[config.mk]
export PLATFORM = sky130hd
export DESIGN_NAME = grid_access_arbiter
export DESIGN_NICKNAME = d
export VERILOG_FILES = /design/src/rtl/grid_access_arbiter.sv
export SDC_FILE = /design/constraint.sdc
export NUM_CORES = 1
export LEC_CHECK = 0
export ABC_AREA = 1
export CORE_MARGIN = 2
export CORE_UTILIZATION = 35
export CTS_BUF_LIST = sky130_fd_sc_hd__clkbuf_4 sky130_fd_sc_hd__clkbuf_8 sky130_fd_sc_hd__clkbuf_16
export DETAILED_ROUTE_END_ITERATION = 8
export PLACE_DENSITY = 0.7
export SLEW_MARGIN = 10
export SYNTH_ARGS = -nofsm -noshare
export SYNTH_HDL_FRONTEND = slang
export SYNTH_SLANG_ARGS = --single-unit
[constraint.sdc]
create_clock -name clk -period 2.55 [get_ports clk]
set_input_delay 0.3825 -clock clk [delete_from_list [all_inputs] [get_ports clk]]
set_output_delay 0.3825 -clock clk [all_outputs]
set_load 0.02 [all_outputs]
[src/rtl/grid_access_arbiter.sv]
// rtl/grid_access_arbiter.sv - round-robin arbiter for the single-port placement grid RAM
// Serialises read, write and atomic claim (test-and-set against EMPTY) from NREQ workers.
module grid_access_arbiter #(
  parameter int NREQ       = 4,
  parameter int DW         = 32,
  parameter int AW         = 12,
  parameter int GRID_CELLS = 121,
  parameter int MEM_LAT    = 1,
  parameter logic signed [DW-1:0] EMPTY = -1
) (
  input  logic               clk,
  input  logic               reset,
  input  logic [NREQ-1:0]    req,
  input  logic [2*NREQ-1:0]  op,
  input  logic [AW*NREQ-1:0] addr,
  input  logic [DW*NREQ-1:0] wdata,
  output logic [NREQ-1:0]    grant,
  output logic [NREQ-1:0]    done,
  output logic [DW-1:0]      rdata,
  output logic               claim_ok,
  output logic               err,
  output logic               busy,
  output logic               mem_read,
  output logic               mem_write,
  output logic [AW-1:0]      mem_addr,
  output logic [DW-1:0]      mem_din,
  input  logic [DW-1:0]      mem_dout
);

  localparam int IW = (NREQ > 1) ? $clog2(NREQ) : 1;
  localparam int LW = (MEM_LAT > 1) ? $clog2(MEM_LAT) : 1;
  localparam logic [1:0] OP_WRITE = 2'b01;
  localparam logic [1:0] OP_CLAIM = 2'b10;

  typedef enum logic [2:0] {IDLE, ISSUE, WAIT, EVAL, WRITE, DONE} state_t;

  state_t          state, state_nxt;
  logic [IW-1:0]   ptr, ptr_nxt;
  logic [IW-1:0]   win, win_nxt;
  logic [1:0]      lat_op, lat_op_nxt;
  logic [DW-1:0]   lat_wdata, lat_wdata_nxt;
  logic [LW-1:0]   wcnt, wcnt_nxt;
  logic [NREQ-1:0] grant_nxt, done_nxt;
  logic [DW-1:0]   rdata_nxt, mem_din_nxt;
  logic [AW-1:0]   mem_addr_nxt;
  logic            claim_ok_nxt, err_nxt, busy_nxt, mem_read_nxt, mem_write_nxt;

  logic [IW-1:0]   pick;
  logic            found;
  logic [1:0]      sel_op;
  logic [AW-1:0]   sel_addr;
  logic [DW-1:0]   sel_wdata;

  // Round-robin search starting at ptr; the first requester found wins.
  always_comb begin
    pick  = ptr;
    found = 1'b0;
    for (int k = 0; k < NREQ; k++) begin
      if (!found && req[(int'(ptr) + k) % NREQ]) begin
        found = 1'b1;
        pick  = IW'((int'(ptr) + k) % NREQ);
      end
    end
  end

  assign sel_op    = op[2*int'(pick) +: 2];
  assign sel_addr  = addr[AW*int'(pick) +: AW];
  assign sel_wdata = wdata[DW*int'(pick) +: DW];

  always_comb begin
    state_nxt     = state;
    ptr_nxt       = ptr;
    win_nxt       = win;
    lat_op_nxt    = lat_op;
    lat_wdata_nxt = lat_wdata;
    wcnt_nxt      = wcnt;
    grant_nxt     = grant;
    done_nxt      = '0;
    rdata_nxt     = rdata;
    claim_ok_nxt  = claim_ok;
    err_nxt       = err;
    mem_read_nxt  = 1'b0;
    mem_write_nxt = 1'b0;
    mem_addr_nxt  = mem_addr;
    mem_din_nxt   = mem_din;

    case (state)
      IDLE: begin
        if (found) begin
          win_nxt       = pick;
          lat_op_nxt    = sel_op;
          lat_wdata_nxt = sel_wdata;
          grant_nxt     = NREQ'(1) << pick;
          mem_addr_nxt  = sel_addr;
          rdata_nxt     = '0;
          claim_ok_nxt  = 1'b0;
          err_nxt       = 1'b0;
          if (sel_addr >= AW'(GRID_CELLS)) begin
            err_nxt   = 1'b1;
            done_nxt  = NREQ'(1) << pick;
            state_nxt = DONE;
          end else begin
            state_nxt = ISSUE;
            if (sel_op == OP_WRITE) begin
              mem_write_nxt = 1'b1;
              mem_din_nxt   = sel_wdata;
            end else begin
              mem_read_nxt = 1'b1;
            end
          end
        end
      end
      ISSUE: begin
        if (lat_op == OP_WRITE) begin
          done_nxt  = grant;
          state_nxt = DONE;
        end else begin
          wcnt_nxt  = '0;
          state_nxt = WAIT;
        end
      end
      WAIT: begin
        if (wcnt == LW'(MEM_LAT - 1)) begin
          rdata_nxt = mem_dout;
          if (lat_op == OP_CLAIM) begin
            state_nxt = EVAL;
          end else begin
            done_nxt  = grant;
            state_nxt = DONE;
          end
        end else begin
          wcnt_nxt = wcnt + 1'b1;
        end
      end
      EVAL: begin
        // Write is issued straight after the read; nothing else can reach the RAM in between.
        if (rdata == EMPTY) begin
          mem_write_nxt = 1'b1;
          mem_din_nxt   = lat_wdata;
          state_nxt     = WRITE;
        end else begin
          claim_ok_nxt = 1'b0;
          done_nxt     = grant;
          state_nxt    = DONE;
        end
      end
      WRITE: begin
        claim_ok_nxt = 1'b1;
        done_nxt     = grant;
        state_nxt    = DONE;
      end
      DONE: begin
        grant_nxt    = '0;
        err_nxt      = 1'b0;
        claim_ok_nxt = 1'b0;
        ptr_nxt      = (win == IW'(NREQ - 1)) ? '0 : win + 1'b1;
        state_nxt    = IDLE;
      end
      default: state_nxt = IDLE;
    endcase

    busy_nxt = (state_nxt != IDLE);
  end

  always_ff @(posedge clk or negedge reset) begin
    if (!reset) begin
      state     <= IDLE;
      ptr       <= '0;
      win       <= '0;
      lat_op    <= '0;
      lat_wdata <= '0;
      wcnt      <= '0;
      grant     <= '0;
      done      <= '0;
      rdata     <= '0;
      claim_ok  <= 1'b0;
      err       <= 1'b0;
      busy      <= 1'b0;
      mem_read  <= 1'b0;
      mem_write <= 1'b0;
      mem_addr  <= '0;
      mem_din   <= '0;
    end else begin
      state     <= state_nxt;
      ptr       <= ptr_nxt;
      win       <= win_nxt;
      lat_op    <= lat_op_nxt;
      lat_wdata <= lat_wdata_nxt;
      wcnt      <= wcnt_nxt;
      grant     <= grant_nxt;
      done      <= done_nxt;
      rdata     <= rdata_nxt;
      claim_ok  <= claim_ok_nxt;
      err       <= err_nxt;
      busy      <= busy_nxt;
      mem_read  <= mem_read_nxt;
      mem_write <= mem_write_nxt;
      mem_addr  <= mem_addr_nxt;
      mem_din   <= mem_din_nxt;
    end
  end

endmodule

==> results.py, run 1 <==
metrics = {
    "outcome": {
        "status": "finished with violations",
        "failed_checks": "negative setup slack",
    },
    "setup_path": {
        "worst-setup-path-type": "register to register",
        "worstPathCellList": "buf_12 -> nand2_2 -> nand2_4 -> nand2_2 -> nand2_4 -> nor2_4 -> nand4_1 -> nand2_4 -> clkinv_8 -> buf_6 -> nand2_1 -> nand2_1 -> nand2_1 -> nand2_1 -> inv_2 -> nand2_1 -> nor2_2 -> nand2_4 -> nand2_8 -> nand2_8 -> clkbuf_16 -> nand2_1 -> nand2_1",
        "worstSetupEndpointType": "register",
        "arrival_time_at_the_worst_endpoint_ns": 3.18,
        "r2r_cells": 23,
        "timing.rr.start": "ptr[0]",
        "timing.critical_path.required_ns": 2.86,
        "crit_slowest_cell": "sky130_fd_sc_hd__dfrtp_2",
        "reg2reg_slack_ns": -0.32,
        "path_common_cell": "sky130_fd_sc_hd__nand2_1",
        "worst_setup_path_start_kind": "register",
        "crit_path_max_fanout": 10,
        "rr_endpoint": "mem_din[23]",
        "critical-path-max-stage-delay_ns": 0.44,
    },
    "sta": {
        "f_max_mhz": 349,
        "fin_ws_ns": -0.319,
        "fin_tns_setup_ns": -11.65,
        "worst-slew-pin-transition_ns": 0.638,
        "finalSetupViolations": 54,
        "timing.slew.headroom_pct": 57.1,
        "finalCritPeriodShare_pct": 112,
        "timing.final.hold_violations": 0,
        "timing_max_transition_violations_final": 0,
        "final.min_clock_period_ns": 2.87,
        "timing.clock.skew_ns": 0.00745,
        "grt_setup_unrepaired": "true",
    },
    "grt": {
        "track_usage_pct": 22.4,
        "globalRoute.totalOverflow": 0,
        "first_global_vias": 7608,
        "antenna_found_initial": 0,
        "grt_max_degree": 67,
        "grt_pass1_wl_mm": 38.8,
    },
    "synth": {
        "synth.top_cells.by_count": "478 x sky130_fd_sc_hd__nand2_1, 130 x sky130_fd_sc_hd__dfrtp_1, 109 x sky130_fd_sc_hd__o21ai_0",
        "synth_cells": 1043,
        "netlist.area_leader.share_pct": 45.0,
        "synth.most_common_cell": "sky130_fd_sc_hd__nand2_1",
        "mappedNetlistNets": 1266,
        "part_of_the_yosys_area_used_for_sequential_elements_pct": 45.0,
        "syn_area_per_cell_um2": 6.93,
        "number_of_synthesized_flops_with_an_enable_pin": 0,
        "synth_top_area_cell": "sky130_fd_sc_hd__dfrtp_1",
        "yosysUniqueCellTypes": 29,
        "yosysWarningCount": 0,
        "ys_ff_latch": 130,
        "dominantRegCellSynth": "sky130_fd_sc_hd__dfrtp_1",
        "synth-async-reset-ratio_pct": 100,
        "synth.area.top_cells": "sky130_fd_sc_hd__dfrtp_1 45%, sky130_fd_sc_hd__nand2_1 25%, sky130_fd_sc_hd__o21ai_0 7.5%, sky130_fd_sc_hd__inv_1 5.3%, sky130_fd_sc_hd__nand3_1 3.9%",
        "synth_area_um2": 7230,
    },
    "power": {
        "ir_drop_mv": 0.908,
        "leakage_nw": 5.66,
        "finalPower_w": 0.0190,
        "power_density_nw_per_um2": 1560,
    },
    "cells_and_area": {
        "num_antenna_cells": 0,
        "area_growth_syn_to_layout_pct": 68.6,
        "final_layout_size_suffix_gt1_share_pct": 12.4,
        "postLayoutCellArea_um2": 12200,
        "instances_no_fill": 1689,
        "post-route-util_pct": 60.3,
        "final_net_count": 1630,
    },
    "cts": {
        "clk_root_buffer_cell": "sky130_fd_sc_hd__clkbuf_16",
        "cts_buffers": 17,
        "cts_tree": "yes",
        "ctsLongestPathBuffers": 2,
        "cts.htree.levels": 4,
        "cts.clk_slew.worst_paths_ns": 0.06,
        "sinks_on_clock_net": 130,
        "worstSkewPairLatency_ns": 0.42,
    },
    "detailed_routing": {
        "finalWirelength_mm": 25.2,
        "detailroute.wirelength.met2_mm": 12.6,
        "wl_met1_mm": 10.4,
        "drc": 0,
        "first_pass_iters": 5,
        "vias": 8008,
        "average_wire_per_cell_in_the_routed_design_um": 14.9,
        "met3RoutedLength_mm": 1.80,
        "antenna_violating_nets_remaining": 0,
        "dr.first_iter.drc_count": 384,
        "via_per_instance_ratio": 4.74,
        "dr.max_layer_used": "met4",
    },
    "hold_path": {
        "min_path_type": "input pin to asynchronous set/reset pin",
    },
    "place": {
        "place_area_um2": 11100,
        "gp_routability_congestion": 0.844,
        "post-dp-hpwl_mm": 18.4,
        "port-buffer-count": 310,
        "dp.cells": 1640,
    },
    "job": {
        "max-cap-violations": 0,
    },
    "die": {
        "initial_core_util_pct": 35.7,
        "die_x_um": 148,
        "floorplan.rows": 52,
        "floorplan.die_area_um2": 21800,
        "design.portCount": 311,
        "fp.coreArea_um2": 20200,
        "die_height_um": 148,
    },
}
[how the worst max path moves through the flow]
| stage | from | to | slack [ns] | cells past startpoint |
|---|---|---|---|---|
| floorplan | ptr[1] | mem_din[10] | 0.07 | 23 |
| global placement | req[1] | mem_din[17] | -0.51 | 24 |
| detailed placement | req[3] | mem_din[3] | -0.56 | 22 |
| CTS | ptr[0] | mem_din[22] | -0.20 | 22 |
| global route | ptr[0] | mem_din[24] | -0.51 | 24 |
| finish | ptr[0] | mem_din[23] | -0.32 | 23 |
[sequential cells by signal (all words and copies together) (netlist names), 2 cells and up]
| signal | cells |
|---|---|
| done | 4 |
| grant | 4 |
| win | 2 |
| mem_din | 32 |
| mem_addr | 12 |
| rdata | 32 |
| lat_wdata | 32 |
| ptr | 2 |
| lat_op | 2 |
| state | 3 |
[cell families (layout without fill, tap and decap cells)]
family                     after synthesis  in the layout  share of synthesized area, %
and+or+nand+nor                        625            625                          36.0
buffers and inverters                  162            538                          9.74
adders and majority gates                1              1                         0.173
AOI/OAI and AO/OA                      125            125                          9.15
DFF                                    130            130                          45.0
[metal layers]
| metal | vias up | track usage, % |
|---|---|---|
| met1 | 3691 | 28.0 |
| li1 | 4033 | - |
| met4 | 0 | 6.83 |
| met3 | 25 | 5.62 |
| met2 | 259 | 38.1 |
| met5 | - | 0 |
[stage by stage]
step                hold WS (ns)  setup WS [ns]
CTS                        0.472         -0.201
global placement           0.378         -0.514
floorplan                 0.0869         0.0663
global route               0.486         -0.506
detailed placement         0.379         -0.564
finish                     0.467         -0.319
[power by group]
group / switching (W) / internal, W
Sequential: 0.000406 / 0.00292
Clock: 0.000939 / 0.00168
Combinational: 0.00745 / 0.00564
Total: 0.00880 / 0.0102
[worst max-delay path, delay by kind of cell, from the launching register on]
kind	cells	cell delay, ns
AND/OR/NAND/NOR	18	1.68
buffers and inverters	5	0.62
flip-flops	1	0.44
[area by class of cell]
type                            count  area (um^2)
Clock buffer                       19          453
Clock inverter                     12          181
Fill cell                        1793         8040
Inverter                          107          419
Multi-Input combinational cell    751         3460
Sequential cell                   130         3260
Tap cell                          270          338
Timing Repair Buffer              400         4090
[cells in the final DEF (no fill, tap or decap), types with 5 or more instances in the layout]
cell type	n
sky130_fd_sc_hd__o21ai_1	5
sky130_fd_sc_hd__inv_1	100
sky130_fd_sc_hd__a31oi_1	5
sky130_fd_sc_hd__buf_4	61
sky130_fd_sc_hd__clkdlybuf4s50_1	309
sky130_fd_sc_hd__dfrtp_1	128
sky130_fd_sc_hd__nand3b_1	5
sky130_fd_sc_hd__nand3_1	54
sky130_fd_sc_hd__buf_12	16
sky130_fd_sc_hd__o21ai_0	101
sky130_fd_sc_hd__nand4_1	38
sky130_fd_sc_hd__nand2_1	457
sky130_fd_sc_hd__clkbuf_16	20
sky130_fd_sc_hd__nor4_1	8
sky130_fd_sc_hd__nand2_2	20
sky130_fd_sc_hd__nor2_1	21
sky130_fd_sc_hd__buf_6	9
[timing repair]
item,CTS,global route
resized for setup,23,47
gates cloned,1,3
hold buffers,1,0
endpoints found under the setup margin,59,102
pin swaps,3,21
endpoints found under the hold margin,51,0
buffers inserted,3,11
Power figures use the tool's default switching activity.
==> run 2, diff against run 1 <==
Settings changed: PLACE_DENSITY 0.7 to 0.67.
Clock period 2.55 ns to 3.45 ns, I/O delays scaled along.
==> run 2 against run 1 <==
  * The flow now finishes without violations
  * Setup slack improved by 0.69 ns
  * Power down 38%
  * Maximum frequency down 6.9%
  * Sequential cell count unchanged
  * Critical endpoint is now mem_din[14]
==> results.py, run 2 (synthesis gave the netlist of run 1 again) <==
metrics = {
    "die": {
        "die_height_um": 148,
        "die_x_um": 148,
        "initial_core_util_pct": 35.7,
        "fp.coreArea_um2": 20200,
        "floorplan.die_area_um2": 21800,
        "floorplan.rows": 52,
        "design.portCount": 311,
    },
    "sta": {
        "finalCritPeriodShare_pct": 89.4,
        "final.min_clock_period_ns": 3.08,
        "worst-slew-pin-transition_ns": 0.847,
        "f_max_mhz": 324,
        "timing_max_transition_violations_final": 0,
        "finalSetupViolations": 0,
        "grt_setup_unrepaired": "false",
        "fin_tns_setup_ns": 0,
        "timing.final.hold_violations": 0,
        "timing.clock.skew_ns": 0.0108,
        "timing.slew.headroom_pct": 43.5,
    },
    "cells_and_area": {
        "instances_no_fill": 1624,
        "post-route-util_pct": 55.4,
        "filler_cells": 1909,
        "area_growth_syn_to_layout_pct": 54.9,
        "final_net_count": 1564,
        "largest_regs": "lat_wdata: 32 flops, mem_din: 32 flops, rdata: 32 flops",
        "num_antenna_cells": 0,
        "layout.cells.most_common": "sky130_fd_sc_hd__nand2_1",
        "layout.cells.most_common_list": "478 x sky130_fd_sc_hd__nand2_1, 309 x sky130_fd_sc_hd__clkdlybuf4s50_1, 129 x sky130_fd_sc_hd__dfrtp_1",
        "final_layout_size_suffix_gt1_share_pct": 5.69,
    },
    "setup_path": {
        "arrival_time_at_the_worst_endpoint_ns": 3.43,
        "worstSetupEndpointType": "register",
        "path_common_cell": "sky130_fd_sc_hd__nand2_1",
        "worst-setup-path-type": "register to register",
        "rr_endpoint": "mem_din[14]",
        "worstPathCellList": "inv_2 -> nand2_1 -> nand2_2 -> nand2_1 -> nand2_1 -> nand3_1 -> nand2_1 -> nand2_1 -> nand2_2 -> inv_2 -> nor2_2 -> nand2_1 -> nand4_2 -> a21oi_4 -> nand2_4 -> nand2_1 -> nand2_1",
        "reg2reg_slack_ns": 0.37,
        "worst_setup_path_start_kind": "register",
        "crit_path_max_fanout": 33,
        "cpLargestDelayFamily": "simple AND/OR/NAND/NOR gates",
        "combined_buffer_and_inverter_count_along_the_critical_path": 2,
        "crit_slowest_cell": "sky130_fd_sc_hd__dfrtp_2",
        "timing.rr.start": "ptr[0]",
        "r2r_cells": 17,
        "critical-path-max-stage-delay_ns": 0.49,
        "path_depth": 17,
        "critical_path.startpoint": "ptr[0]",
        "timing.critical_path.required_ns": 3.80,
        "crit_path_end": "mem_din[14]",
    },
    "detailed_routing": {
        "dr.first_iter.drc_count": 359,
        "average_wire_per_cell_in_the_routed_design_um": 14.7,
        "vias": 7691,
        "drc": 0,
        "finalWirelength_mm": 23.8,
        "first_pass_iters": 5,
        "via_per_instance_ratio": 4.74,
        "antenna_violating_nets_remaining": 0,
    },
    "place": {
        "post-dp-hpwl_mm": 17.8,
        "gp_routability_congestion": 0.865,
        "port-buffer-count": 310,
        "dp.cells": 1592,
    },
    "power": {
        "leakage_nw": 5.20,
        "finalPower_w": 0.0118,
        "ir_drop_mv": 0.760,
        "power_density_nw_per_um2": 1050,
    },
    "cts": {
        "number_of_hold_buffers_added_after_cts": 0,
        "worstSkewPairLatency_ns": 0.42,
        "cts_buffers": 17,
        "sinks_on_clock_net": 130,
        "ctsLongestPathBuffers": 2,
        "cts.htree.levels": 4,
        "cts.clk_slew.worst_paths_ns": 0.06,
        "clk_root_buffer_cell": "sky130_fd_sc_hd__clkbuf_16",
        "cts_tree": "yes",
    },
    "job": {
        "max-cap-violations": 0,
    },
    "grt": {
        "grt_max_degree": 84,
        "grt_pass1_wl_mm": 37.9,
        "globalRoute.totalOverflow": 0,
        "track_usage_pct": 21.8,
        "first_global_vias": 7394,
        "antenna_found_initial": 0,
    },
    "outcome": {
        "status": "finished, final reports clean",
    },
    "hold_path": {
        "min_path_type": "input pin to asynchronous set/reset pin",
    },
}
==> run 2: worst min path at each step <==
stage | start | endpoint | slack (ns) | cells after the start
2_1_floorplan | reset | busy | 0.22 | 0
3_3_place_gp | mem_din[16] | mem_din[16] | 0.45 | 2
3_5_place_dp | mem_din[22] | mem_din[22] | 0.46 | 2
4_1_cts | reset | lat_wdata[18] | 0.10 | 1
5_1_grt | reset | lat_wdata[18] | 0.11 | 1
6_report | reset | lat_wdata[18] | 0.07 | 1
==> run 2: area by class of cell <==
| cell class | instances | area [um^2] | share of cell area, % |
|---|---|---|---|
| Inverter | 107 | 404 | 3.61 |
| Clock inverter | 10 | 85.1 | 0.759 |
| Clock buffer | 22 | 475 | 4.24 |
| Timing Repair Buffer | 334 | 3360 | 30.0 |
| Multi-Input combinational cell | 751 | 3290 | 29.4 |
| Sequential cell | 130 | 3250 | 29.0 |
| Tap cell | 270 | 338 | 3.01 |
==> run 2: routing by layer <==
metal,part of all wire [%],vias up,global-route usage (%)
li1,-,3896,-
met1,41,3533,26.6
met2,51,237,38.5
met3,6.9,25,5.34
met4,1.3,0,5.91
met5,0,-,0
==> run 2: timing repair <==
action                                  4_1_cts  5_1_grt
endpoints found under the hold margin         0        0
endpoints found under the setup margin        0       33
buffers inserted                              0        0
resized for setup                             0        1
==> run 2: per-stage QoR <==
step	setup slack (ns)	hold WS (ns)	instance area, um^2
2_1_floorplan	0.966	0.222	7230
3_3_place_gp	0.0908	0.453	10600
3_5_place_dp	0.0162	0.460	10600
4_1_cts	0.253	0.102	11200
5_1_grt	0.0186	0.114	11200
6_report	0.367	0.0653	11200
==> run 2: power by group <==
group,internal [W],switching (W)
Clock,0.00104,0.000656
Combinational,0.00280,0.00481
Sequential,0.00216,0.000309
Total,0.00600,0.00578
==> run 3, diff against run 2 <==
--- a/config.mk
+++ b/config.mk
@@ -8,2 +8,3 @@
 export ABC_AREA = 1
+export CORE_ASPECT_RATIO = 0.8
 export CORE_MARGIN = 2
--- a/constraint.sdc
+++ b/constraint.sdc
@@ -3,2 +3,2 @@
 set_output_delay 0.5175 -clock clk [all_outputs]
-set_load 0.02 [all_outputs]
+set_load 0.05 [all_outputs]
==> run 3 against run 2 <==
  * Register-to-register slack improved by 0.04 ns
  * Sequential share of layout area decreased by 0.22 points
  * Via count decreased by 0.68%
  * Clock skew about the same
  * Die area about the same
  * Routed wire length decreased by 3.4%
  * Clock power increased by 15%
  * Utilization decreased by 0.21 points
  * Setup slack improved by 0.038 ns
  * Global-route usage decreased by 0.85 points
  * Critical endpoint is now mem_din[31]
==> results.py, run 3 (synthesis gave the netlist of run 1 again) <==
metrics = {
    "die": {
        "design.portCount": 311,
        "fp.coreArea_um2": 20500,
        "initial_core_util_pct": 35.3,
        "floorplan.die_area_um2": 21800,
        "die_height_um": 133,
        "die_x_um": 165,
        "floorplan.rows": 47,
    },
    "power": {
        "ir_drop_mv": 0.791,
        "leakage_nw": 5.24,
        "finalPower_w": 0.0128,
        "power_density_nw_per_um2": 1130,
    },
    "grt": {
        "first_global_vias": 7333,
        "grt_pass1_wl_mm": 36.6,
        "grt_max_degree": 77,
        "track_usage_pct": 21.0,
        "antenna_found_initial": 0,
        "globalRoute.totalOverflow": 0,
    },
    "cells_and_area": {
        "final_layout_size_suffix_gt1_share_pct": 5.48,
        "final_net_count": 1561,
        "num_antenna_cells": 0,
        "layout.cells.most_common_list": "478 x sky130_fd_sc_hd__nand2_1, 309 x sky130_fd_sc_hd__clkdlybuf4s50_1, 129 x sky130_fd_sc_hd__dfrtp_1",
        "largest_regs": "lat_wdata: 32 flops, mem_din: 32 flops, rdata: 32 flops",
        "area_growth_syn_to_layout_pct": 56.1,
        "layout.cells.most_common": "sky130_fd_sc_hd__nand2_1",
        "filler_cells": 1967,
    },
    "sta": {
        "final.min_clock_period_ns": 3.04,
        "finalCritPeriodShare_pct": 88.2,
        "timing.slew.headroom_pct": 46.7,
        "f_max_mhz": 328,
        "fin_tns_setup_ns": 0,
        "timing.clock.skew_ns": 0.0110,
        "worst-slew-pin-transition_ns": 0.799,
        "timing_max_transition_violations_final": 0,
        "grt_setup_unrepaired": "false",
        "finalSetupViolations": 0,
        "timing.final.hold_violations": 0,
    },
    "detailed_routing": {
        "antenna_violating_nets_remaining": 0,
        "via_per_instance_ratio": 4.72,
        "average_wire_per_cell_in_the_routed_design_um": 14.2,
        "finalWirelength_mm": 23.0,
        "drc": 0,
        "vias": 7639,
        "dr.first_iter.drc_count": 497,
        "first_pass_iters": 5,
    },
    "cts": {
        "cts.htree.levels": 4,
        "number_of_hold_buffers_added_after_cts": 0,
        "worstSkewPairLatency_ns": 0.42,
        "cts_buffers": 17,
        "clk_root_buffer_cell": "sky130_fd_sc_hd__clkbuf_16",
        "cts_tree": "yes",
        "cts.clk_slew.worst_paths_ns": 0.06,
        "ctsLongestPathBuffers": 2,
        "sinks_on_clock_net": 130,
        "post_cts_buffers": 0,
        "cts_repair_resize_count": 0,
    },
    "setup_path": {
        "arrival_time_at_the_worst_endpoint_ns": 3.34,
        "crit_slowest_cell": "sky130_fd_sc_hd__dfrtp_2",
        "critical-path-max-stage-delay_ns": 0.50,
        "worst-setup-path-type": "register to register",
        "worstPathCellList": "inv_2 -> nand2_1 -> nand2_2 -> nand2_1 -> nand2_1 -> nand4_1 -> nand2_1 -> nand2_2 -> inv_2 -> nand2_1 -> nand2_1 -> nand2_1 -> nand2_1 -> nand4_2 -> a21oi_4 -> nand2_4 -> nand2_1 -> nand2_1",
        "timing.critical_path.required_ns": 3.74,
        "combined_buffer_and_inverter_count_along_the_critical_path": 2,
        "path_common_cell": "sky130_fd_sc_hd__nand2_1",
        "worstSetupEndpointType": "register",
        "crit_path_max_fanout": 33,
        "worst_setup_path_start_kind": "register",
        "cpLargestDelayFamily": "simple AND/OR/NAND/NOR gates",
    },
    "place": {
        "port-buffer-count": 310,
        "post-dp-hpwl_mm": 17.0,
        "gp_routability_congestion": 0.918,
    },
    "outcome": {
        "status": "finished, final reports clean",
    },
    "job": {
        "max-cap-violations": 0,
    },
    "hold_path": {
        "min_path_type": "input pin to asynchronous set/reset pin",
    },
}
[run 3: path summary, 6_finish.rpt]
path / from / end / slack [ns] / cells past startpoint
max in group asynchronous: reset / ptr[0] / 2.55 / 2
min in group clk: mem_din[16] / mem_din[16] / 0.47 / 2
setup / recovery: ptr[0] / mem_din[31] / 0.41 / 18
hold / removal: reset / lat_wdata[17] / 0.05 / 1
setup reg to reg: ptr[0] / mem_din[31] / 0.41 / 18
hold reg to reg: mem_din[16] / mem_din[16] / 0.47 / 2
[run 3: per-layer routing]
| metal | vias to the layer above | global-route usage [%] | share of wire (%) |
|---|---|---|---|
| met5 | - | 0 | 0 |
| met3 | 23 | 6.02 | 8.0 |
| met1 | 3472 | 26.6 | 43 |
| met4 | 0 | 5.56 | 1.5 |
| li1 | 3896 | - | - |
| met2 | 248 | 35.1 | 48 |
[run 3: power breakdown]
group / switching (W) / internal [W]
combinational: 0.00557 / 0.00280
clock: 0.000690 / 0.00127
sequential: 0.000305 / 0.00216
total: 0.00656 / 0.00623
[run 3: layout make-up]
| class | count | area (um^2) | area share, % |
|---|---|---|---|
| Timing Repair Buffer | 331 | 3360 | 29.8 |
| Tap cell | 269 | 337 | 2.98 |
| Clock buffer | 20 | 467 | 4.13 |
| Clock inverter | 12 | 178 | 1.57 |
| Inverter | 107 | 404 | 3.58 |
| Multi-Input combinational cell | 751 | 3290 | 29.1 |
| Sequential cell | 130 | 3250 | 28.8 |
[run 3: stage by stage]
step | hold WS, ns | cells | instance area [um^2] | worst slack (ns) | util (%)
2_1_floorplan | 0.222 | 1043 | 7230 | 0.958 | -
3_3_place_gp | 0.454 | 1588 | 10600 | 0.185 | 52.0
3_5_place_dp | 0.458 | 1588 | 10600 | 0.0870 | 52.0
4_1_cts | 0.0631 | 1620 | 11300 | 0.289 | 55.2
5_1_grt | 0.0794 | 1620 | 11300 | 0.0775 | 55.2
6_report | 0.0516 | 1620 | 11300 | 0.406 | 55.2
